<file path="config.mk">
export PLATFORM = sky130hd
export DESIGN_NAME = swizzle_cram_to_dram
export DESIGN_NICKNAME = d
export VERILOG_FILES = /design/src/rtl/swizzle_cram_to_dram_pkg.sv /design/src/rtl/swizzle_out_fifo.sv /design/src/rtl/swizzle_cram_to_dram.sv
export SDC_FILE = /design/constraint.sdc
export NUM_CORES = 1
export LEC_CHECK = 0
export BUFFER_PORTS_ARGS = -buffer_cell sky130_fd_sc_hd__buf_2
export CAP_MARGIN = 20
export CORE_UTILIZATION = 40
export CTS_BUF_LIST = sky130_fd_sc_hd__clkbuf_4 sky130_fd_sc_hd__clkbuf_8
export DETAILED_ROUTE_END_ITERATION = 7
export HOLD_SLACK_MARGIN = 0.08
export PLACE_DENSITY = 0.59
export SLEW_MARGIN = 20
export SYNTH_ARGS = -nofsm -noshare
export SYNTH_HDL_FRONTEND = slang
export SYNTH_HIERARCHICAL = 1
export SYNTH_SLANG_ARGS = --single-unit
</file>
<file path="constraint.sdc">
create_clock -name clk -period 8.3 [get_ports clk]
set_input_delay 1.245 -clock clk [delete_from_list [all_inputs] [get_ports clk]]
set_output_delay 1.245 -clock clk [all_outputs]
set_load 0.005 [all_outputs]
</file>
<file path="src/rtl/swizzle_cram_to_dram_pkg.sv">
// swizzle_cram_to_dram_pkg: geometry and FSM encoding shared by the CRAM<->DRAM swizzle paths
package swizzle_cram_to_dram_pkg;
  localparam int DWIDTH = 40;
  localparam int AWIDTH = 9;
  localparam int RAM_NUM_WORDS = 512;
  localparam logic [AWIDTH-1:0] RAM_START_ADDR = '0;
  localparam logic [31:0] RAM_START_NUM = '0;
  typedef enum logic [1:0] {IDLE, RUN, DRAIN, DONE} swz_state_e;
endpackage

</file>
<file path="src/rtl/swizzle_out_fifo.sv">
// swizzle_out_fifo: register-based synchronous FIFO with occupancy count
module swizzle_out_fifo #(
  parameter int DW = 40,
  parameter int DEPTH = 4
) (
  input  logic                    clk,
  input  logic                    reset,
  input  logic                    push,
  input  logic                    pop,
  input  logic [DW-1:0]           din,
  output logic [DW-1:0]           dout,
  output logic [$clog2(DEPTH):0]  count,
  output logic                    empty,
  output logic                    full
);
  localparam int PW = $clog2(DEPTH);
  logic [DW-1:0] mem [DEPTH];
  logic [PW-1:0] wp, rp;
  assign empty = count == '0;
  assign full = count == (PW+1)'(DEPTH);
  assign dout = mem[rp];
  always_ff @(posedge clk)
    if (push) mem[wp] <= din;
  always_ff @(posedge clk)
    if (reset) begin
      wp <= '0;
      rp <= '0;
      count <= '0;
    end else begin
      if (push) wp <= wp + 1'b1;
      if (pop) rp <= rp + 1'b1;
      count <= count + (PW+1)'(push) - (PW+1)'(pop);
    end
endmodule

</file>
<file path="src/rtl/swizzle_cram_to_dram.sv">
// swizzle_cram_to_dram: streams CRAM words to the memory controller through a credit-limited FIFO
module swizzle_cram_to_dram
  import swizzle_cram_to_dram_pkg::*;
#(
  parameter int RAM_RD_LATENCY = 1,
  parameter int FIFO_DEPTH = 4
) (
  input  logic              clk,
  input  logic              reset,
  input  logic              start,
  input  logic [31:0]       xfer_words,
  input  logic [31:0]       start_ram_num,
  output logic              busy,
  output logic              done,
  output logic [AWIDTH-1:0] ram_addr,
  output logic              ram_re,
  output logic [31:0]       ram_num,
  input  logic [DWIDTH-1:0] ram_data_in,
  output logic [DWIDTH-1:0] mem_ctrl_data_out,
  output logic              mem_ctrl_valid,
  input  logic              mem_ctrl_ready
);
  localparam int CW = $clog2(FIFO_DEPTH) + 1;
  swz_state_e state;
  logic [31:0] xfer, issued, sent;
  logic [CW-1:0] inflight, fifo_count;
  logic [RAM_RD_LATENCY-1:0] vld_sr;
  logic push, pop, empty, full, credit_ok, last_addr;
  assign push = vld_sr[RAM_RD_LATENCY-1];
  assign pop = mem_ctrl_valid && mem_ctrl_ready;
  assign mem_ctrl_valid = !empty;
  // ram_re is the read being presented now; it already owns a slot, and pops are not credited
  assign credit_ok = 32'(fifo_count) + 32'(inflight) + 32'(ram_re) < 32'(FIFO_DEPTH);
  assign last_addr = ram_addr == AWIDTH'(RAM_NUM_WORDS - 1);
  swizzle_out_fifo #(.DW(DWIDTH), .DEPTH(FIFO_DEPTH)) u_fifo (
    .clk,
    .reset,
    .push(push && !full),
    .pop,
    .din(ram_data_in),
    .dout(mem_ctrl_data_out),
    .count(fifo_count),
    .empty,
    .full
  );
  always_ff @(posedge clk)
    if (reset) begin
      state <= IDLE;
      busy <= 1'b0;
      done <= 1'b0;
      ram_re <= 1'b0;
      ram_addr <= RAM_START_ADDR;
      ram_num <= RAM_START_NUM;
      xfer <= '0;
      issued <= '0;
      sent <= '0;
      inflight <= '0;
      vld_sr <= '0;
    end else begin
      ram_re <= 1'b0;
      done <= 1'b0;
      inflight <= inflight + CW'(ram_re) - CW'(push);
      vld_sr[0] <= ram_re;
      for (int i = 1; i < RAM_RD_LATENCY; i++) vld_sr[i] <= vld_sr[i-1];
      if (pop) sent <= sent + 1;
      case (state)
        IDLE: if (start) begin
          if (xfer_words == '0) begin
            state <= DONE;
            done <= 1'b1;
          end else begin
            xfer <= xfer_words;
            busy <= 1'b1;
            ram_re <= 1'b1;
            ram_addr <= RAM_START_ADDR;
            ram_num <= start_ram_num;
            issued <= 32'd1;
            sent <= '0;
            state <= xfer_words == 32'd1 ? DRAIN : RUN;
          end
        end
        RUN: if (credit_ok) begin
          ram_re <= 1'b1;
          issued <= issued + 1;
          ram_addr <= last_addr ? RAM_START_ADDR : ram_addr + 1'b1;
          ram_num <= last_addr ? ram_num + 1 : ram_num;
          if (issued == xfer - 1) state <= DRAIN;
        end
        DRAIN: if (pop && sent == xfer - 1) begin
          state <= DONE;
          done <= 1'b1;
          busy <= 1'b0;
        end
        DONE: state <= IDLE;
      endcase
    end
endmodule
</file>
== Yosys cells after proc, flatten, opt, wreduce, memory -nomap -nowiden ==
Memory sizes are Yosys's and may differ from the RTL's. A register that Yosys moved wholly into a read port is not among the register bits.
Index checks and enable logic that the tools add are counted.

* Add/subtract/negate cells: 13
* Magnitude comparators: 1
* Equality and inequality tests: 14
* Multiplexer cells: 41
* Bitwise logic cells: 1
* Reduce and logical (&&, ||, !) cells: 15

{| class="wikitable"
|+ Operator list
! operator !! count
|-
| 32-bit 2-to-1 mux || 11
|-
| 32-bit case mux with 2 select lines || 2
|-
| 32-bit by 1-bit adder with 32-bit output (second input constant) || 3
|-
| 32-bit == test || 2
|-
| 9-bit 2-to-1 mux || 4
|-
| 32-bit by 1-bit == test with 1-bit output (second input constant) || 1
|-
| 32-bit logical NOT || 1
|-
| 32-bit by 1-bit subtractor with 32-bit output (second input constant) || 1
|-
| 9-bit case mux with 2 select lines || 1
|-
| 2-bit 2-to-1 mux || 8
|-
| 2-bit inequality test (second input constant) || 6
|-
| 4-bit AND reduction || 3
|-
| 1-bit 2-to-1 mux || 11
|-
| 9-bit by 1-bit adder with 9-bit output (second input constant) || 1
|-
| 9-bit == test (second input constant) || 1
|-
| 2-bit case mux with 4 select lines || 1
|-
| 3-bit by 1-bit adder with 3-bit output || 2
|-
| 1-bit case mux with 2 select lines || 3
|-
| 3-bit by 1-bit subtractor with 3-bit output || 2
|-
| 4-bit by 1-bit adder with 5-bit output || 1
|-
| 5-bit by 3-bit less-than comparator with 1-bit output (second input constant) || 1
|-
| 5-bit AND reduction || 1
|-
| 2-bit by 1-bit adder with 2-bit output (second input constant) || 2
|-
| 3-bit by 3-bit adder with 4-bit output || 1
|-
| other kinds (10) || 15
|}

* Bits in registers: 153
* Memory bits (writable): 160
* Input bits: 108
* Output and inout port bits: 85
* Word-level logic and storage cells: 100
* Memories: 1

{| class="wikitable"
|+ Memories
! name !! depth !! bits a word !! rd ports !! clocked after Yosys merged registers in !! wr ports !! RTL line !! RTL
|-
| u_fifo.mem || 4 || 40 || 1 || 1 || 1 || swizzle_out_fifo.sv:17 || <nowiki>logic [DW-1:0] mem [DEPTH];</nowiki>
|}

== Logic depth before layout (Yosys ltp) ==
* Word-level depth: 7
* Depth in mapped cells: 13
* Depth with buffers taken out: 11

== Modules after synthesis ==
Netlist, hierarchy kept.

{| class="wikitable"
|+ Modules (own cells, without submodules)
! module !! instances !! cells each !! area an instance (sq um) !! sequential area each (sq um)
|-
| swizzle_cram_to_dram || 1 || 1187 || 9293.9 || 2922.8
|-
| swizzle_out_fifo || 1 || 251 || 6256.0 || 4984.8
|}

== Worst setup path before layout ==
Ideal clock, no wire load.

* Kind: reg2reg
* Start: register xfer[0]
* End: register state[0]
* Setup time: 0.116 ns
* Arrival: 3.291 ns
* Data required time: 8.184 ns
* Slack: 4.894 ns
* Cell stages (with the launch flop): 14
* Path buffers: 2
* Clock period less this slack: 3.406 ns
* Cell sequence: dfxtp_1 -> clkbuf_1 -> inv_1 -> ha_1 -> or4b_4 -> buf_6 -> nor4_4 -> a21oi_1 -> or4_1 -> or4_1 -> a211oi_2 -> a41o_2 -> a211oi_1 -> a31o_1

* Word-level cells in the longest chain between the ends: 5
* Elaborated cells between the ends (all ways): 7
* Those cells by class: add/sub (1); eq/ne (4); reduce/logical (2)

{| class="wikitable"
|+ RTL lines
! element !! RTL line !! RTL
|-
| start: declaration || swizzle_cram_to_dram.sv:25 || <nowiki>logic [31:0] xfer, issued, sent;</nowiki>
|-
| start signal: assignment || swizzle_cram_to_dram.sv:72 || <nowiki>xfer <= xfer_words;</nowiki>
|-
| 32-bit by 1-bit subtractor with 32-bit output (*) || swizzle_cram_to_dram.sv:87, swizzle_cram_to_dram.sv:89 ||
|-
| 32-bit == test || swizzle_cram_to_dram.sv:89 || <nowiki>DRAIN: if (pop && sent == xfer - 1) begin</nowiki>
|-
| 1-bit logical AND || swizzle_cram_to_dram.sv:89 ||
|-
| 2-bit inequality test (no line) || - ||
|-
| 4-bit AND reduction (no line) (*) || - ||
|-
| end signal: assignment || swizzle_cram_to_dram.sv:79 || <nowiki>state <= xfer_words == 32'd1 ? DRAIN : RUN;</nowiki>
|-
| end: declaration || swizzle_cram_to_dram.sv:24 || <nowiki>swz_state_e state;</nowiki>
|}

Every way passes the cells marked *; elsewhere a longest branch is shown, timed or not.
A chain may end at the register's enable or synchronous reset.

== Worst setup path in the final report ==
* Start: register xfer[19]
* End: register busy

* Word-level cells in the longest chain between the ends: 5

{| class="wikitable"
|+ RTL lines
! element !! RTL line !! RTL
|-
| 32-bit by 1-bit subtractor with 32-bit output || swizzle_cram_to_dram.sv:89 ||
|-
| 32-bit == test || swizzle_cram_to_dram.sv:89 ||
|-
| 1-bit logical AND || swizzle_cram_to_dram.sv:89 ||
|-
| 2-bit inequality test (no line) || - ||
|-
| 4-bit AND reduction (no line) || - ||
|-
| end signal: assignment || swizzle_cram_to_dram.sv:49 || <nowiki>busy <= 1'b0;</nowiki>
|-
| end signal: assignment || swizzle_cram_to_dram.sv:73 || <nowiki>busy <= 1'b1;</nowiki>
|-
| end signal: assignment || swizzle_cram_to_dram.sv:92 || <nowiki>busy <= 1'b0;</nowiki>
|-
| end: declaration || swizzle_cram_to_dram.sv:13 || <nowiki>output logic busy,</nowiki>
|}

No other way between the ends.

==> flow_summary.ini <==
[outcome]
status = completed

[pwr]
power_leakage_nw = 6.58
cellPowerDensity_mw_per_mm2 = 286
irDropWorstVdd_mv = 0.162

[routing]
postRouteAntennaNets = 0
vias_per_cell = 5.41
route.detailed.drc = 0
firstDrtPassIters = 5
wl_per_cell_microns = 18.1
vias = 11700
initialDrtViolationCount = 720
wl_microns = 39200

[global_routing]
grtUsageTotal = 0.199
grt_pass1_vias = 11200
antenna_found_initial = 2
grt_remaining_overflow = 0
grt_max_degree = 65
grt_pass1_wl_microns = 61500

[cts]
clk_path_buf_depth = 3
clock_latency_ns = 0.64
postCtsSetupRepairBufs = 0
clkSinkCount = 315
hold_buffers = 0
htree_num_levels = 2
cts_root_buffer = clkbuf_8
cts-buffers-inserted = 54
clk_pin_slew_worst_paths_ns = 0.06
cts_tree = done
post_cts_resized = 0

[synthesis]
synth_xor_area_frac = 0.0810
syn_area_per_cell_sq_um = 10.8
yosysTopAreaCell = edfxtp_1
postSynthCellCount = 1438
yosys.area_share.simple = 0.188
synthMuxAreaShare = 0.0825
syn_area_sq_mm = 0.0155
synth_enable_flop_cells = 160
ys_ff_latch = 315
synth_compound_area_frac = 0.0846
synthAdderAreaFrac = 0.0187
ys_async_sr_fraction = 0
ys_seq_area_frac = 0.509
syn_nets = 1568
ys_types = 81
synthTopCellsByArea = edfxtp_1 31%, dfxtp_1 20%, mux4_2 5.8%, nor2_1 4.2%, xor2_1 4.1%
ys.warnings.count = 6
synthFlopType = edfxtp_1
synth_top_area_share = 0.309
synth_top_family_by_area = simple AND/OR/NAND/NOR gates

[job]
maxCapViolCount = 0

[layout]
regArea_sq_mm = 0.00791
multi_input_area_sq_mm = 0.00710
fillerInstances = 3569
area_delta_synth_final_pct = 15.5
layout.nets = 1739
drive_gt1_frac = 0.229
final_core_util = 0.473

[placed_design]
portBuffers = 192
gp_congestion = 0.909
hpwl_microns = 27100

[sta]
fmax_mhz = 244
hold_viol = 0
tns_ns = 0
holdWs_ns = 0.480
rsz0062_at_grt = false
period_minus_slack_ns = 4.09
fin_skew_ns = 0.0472
slew_headroom = 0.329
slew_violations = 0
post-route-period-util = 0.493
worst-slew-pin-transition_ns = 0.998
setup_viol = 0

[setup_path]
crit_arrival_ns = 4.56
cp_top_family = simple AND/OR/NAND/NOR gates
worstPathCellList = or4_1, nor4_4, nor4b_4, xnor2_1, o2111ai_1, a2111oi_0, nand4_1, a211oi_1, nor3_1
path_max_fanout = 13
cp_slowest_cell = a2111oi_0
critical_path.max_stage_delay_ns = 0.72
path_buf_inv = 0
required_ns = 8.77
end_kind = register
crit_type = register to register
critPathLaunchType = register
worst-r2r-setup-slack_ns = 4.21

[die]
fp-row-count = 71
dieWidth_microns = 199
coreArea_sq_mm = 0.0379
start_util = 0.410
pin_count = 193
die_area_sq_mm = 0.0397
chipHeight_microns = 199

[hold_path]
hold_path_class = register to register
[metal layers]
| metal | wire (microns) | track usage | vias up |
|---|---|---|---|
| li1 | - | - | 5640 |
| met1 | 17600 | 0.270 | 5646 |
| met2 | 17700 | 0.309 | 340 |
| met3 | 2720 | 0.0392 | 69 |
| met4 | 1140 | 0.0860 | 2 |
| met5 | 12 | 0 | - |
[through the flow]
| stage | area [sq um] | instances | worst slack, ns | power (mW) |
|---|---|---|---|---|
| after floorplan | 15500 | 1438 | 4.89 | 3.24 |
| after global placement | 16800 | 2064 | 3.95 | 3.73 |
| after detailed placement | 16800 | 2064 | 4.22 | 3.76 |
| after CTS | 18000 | 2161 | 4.28 | 5.21 |
| after global routing | 18000 | 2161 | 4.00 | 5.47 |
| final | 18000 | 2163 | 4.21 | 5.14 |
[synth_stat cells (6+ instances only)]
library cell	n
nand2b_1	18
nand4_1	38
buf_2	12
a21oi_1	48
dfxtp_1	155
buf_1	9
mux2i_1	37
clkbuf_1	64
and4_1	7
a22oi_1	11
and3_1	23
o31ai_1	6
or4_1	15
ha_1	20
o21ai_0	47
xor2_1	73
nand3b_1	8
nand3_1	49
or2_2	6
edfxtp_1	160
nor2b_1	16
a31oi_1	8
xnor2_1	60
or3_1	20
nor3_1	28
a211oi_1	18
mux4_2	40
nor4_1	30
nand2_1	100
inv_1	30
o22ai_1	7
o2111ai_1	7
nor2_1	176
[flip-flops by register name (all words and copies together), names as in the netlist, named ones only]
| register | cells |
|---|---|
| u_fifo/mem | 160 |
| ram_addr | 9 |
| ram_num | 32 |
| u_fifo/rp | 2 |
| push | 1 |
| u_fifo/wp | 2 |
| issued | 32 |
| state | 2 |
| busy | 1 |
| u_fifo/count | 3 |
| xfer | 32 |
| ram_re | 1 |
| done | 1 |
| inflight | 3 |
| sent | 32 |
[placed cells by master, fill, tap and decap left out, types with 18 or more instances in the layout]
cell,n
mux4_2,40
or3_1,20
nor4_1,30
o21ai_0,47
nand4_1,38
ha_1,19
nand3_1,48
clkbuf_8,62
and3_1,23
nand2_1,100
mux2i_1,37
xor2_1,73
edfxtp_1,160
a21oi_1,48
xnor2_1,60
nor2_1,176
dfxtp_1,153
buf_2,192
nor3_1,28
a211oi_1,18
inv_1,30
clkbuf_4,22
[cells by family (layout without fill, tap and decap cells)]
family,count (synthesis),after routing
and+or+nand+nor,563,563
DFF,315,315
AOI/OAI and AO/OA,200,200
xor gates and xnor gates,137,137
buffers and inverters,123,335
muxes,78,78
adders and majority gates,22,22
other,0,2
[where the power goes]
part | leakage, nW | total (mW) | switching (mW) | internal [mW]
clock network | 0.595 | 1.42 | 0.614 | 0.808
registers | 2.71 | 2.01 | 0.220 | 1.79
logic | 3.28 | 1.71 | 0.965 | 0.742
total | 6.58 | 5.14 | 1.80 | 3.34
[final timing paths]
path / to / cells past startpoint / start
worst max-delay path: busy / 9 / xfer[19]
worst min-delay path: ram_num[31] / 2 / ram_num[31]
worst max register to register: busy / 9 / xfer[19]
worst min register to register: ram_num[31] / 2 / ram_num[31]
[final cells by class]
class,instances,area share
antenna,2,0.000279
clock buffer,84,0.0567
tap,511,0.0356
timing repair buffer,208,0.0602
multi-input combinational,1000,0.395
inverter,30,0.00627
sequential,315,0.441
clock inverter,13,0.00516
[worst register-to-register path, delay by kind of cell (launching register included)]
family	cells	cell delay [ns]
XOR/XNOR	1	0.19
AND/OR/NAND/NOR	5	2.07
flip-flops	1	0.49
AO/OA/AOI/OAI	3	1.16
Note: power is estimated with default switching activity, not from simulation.
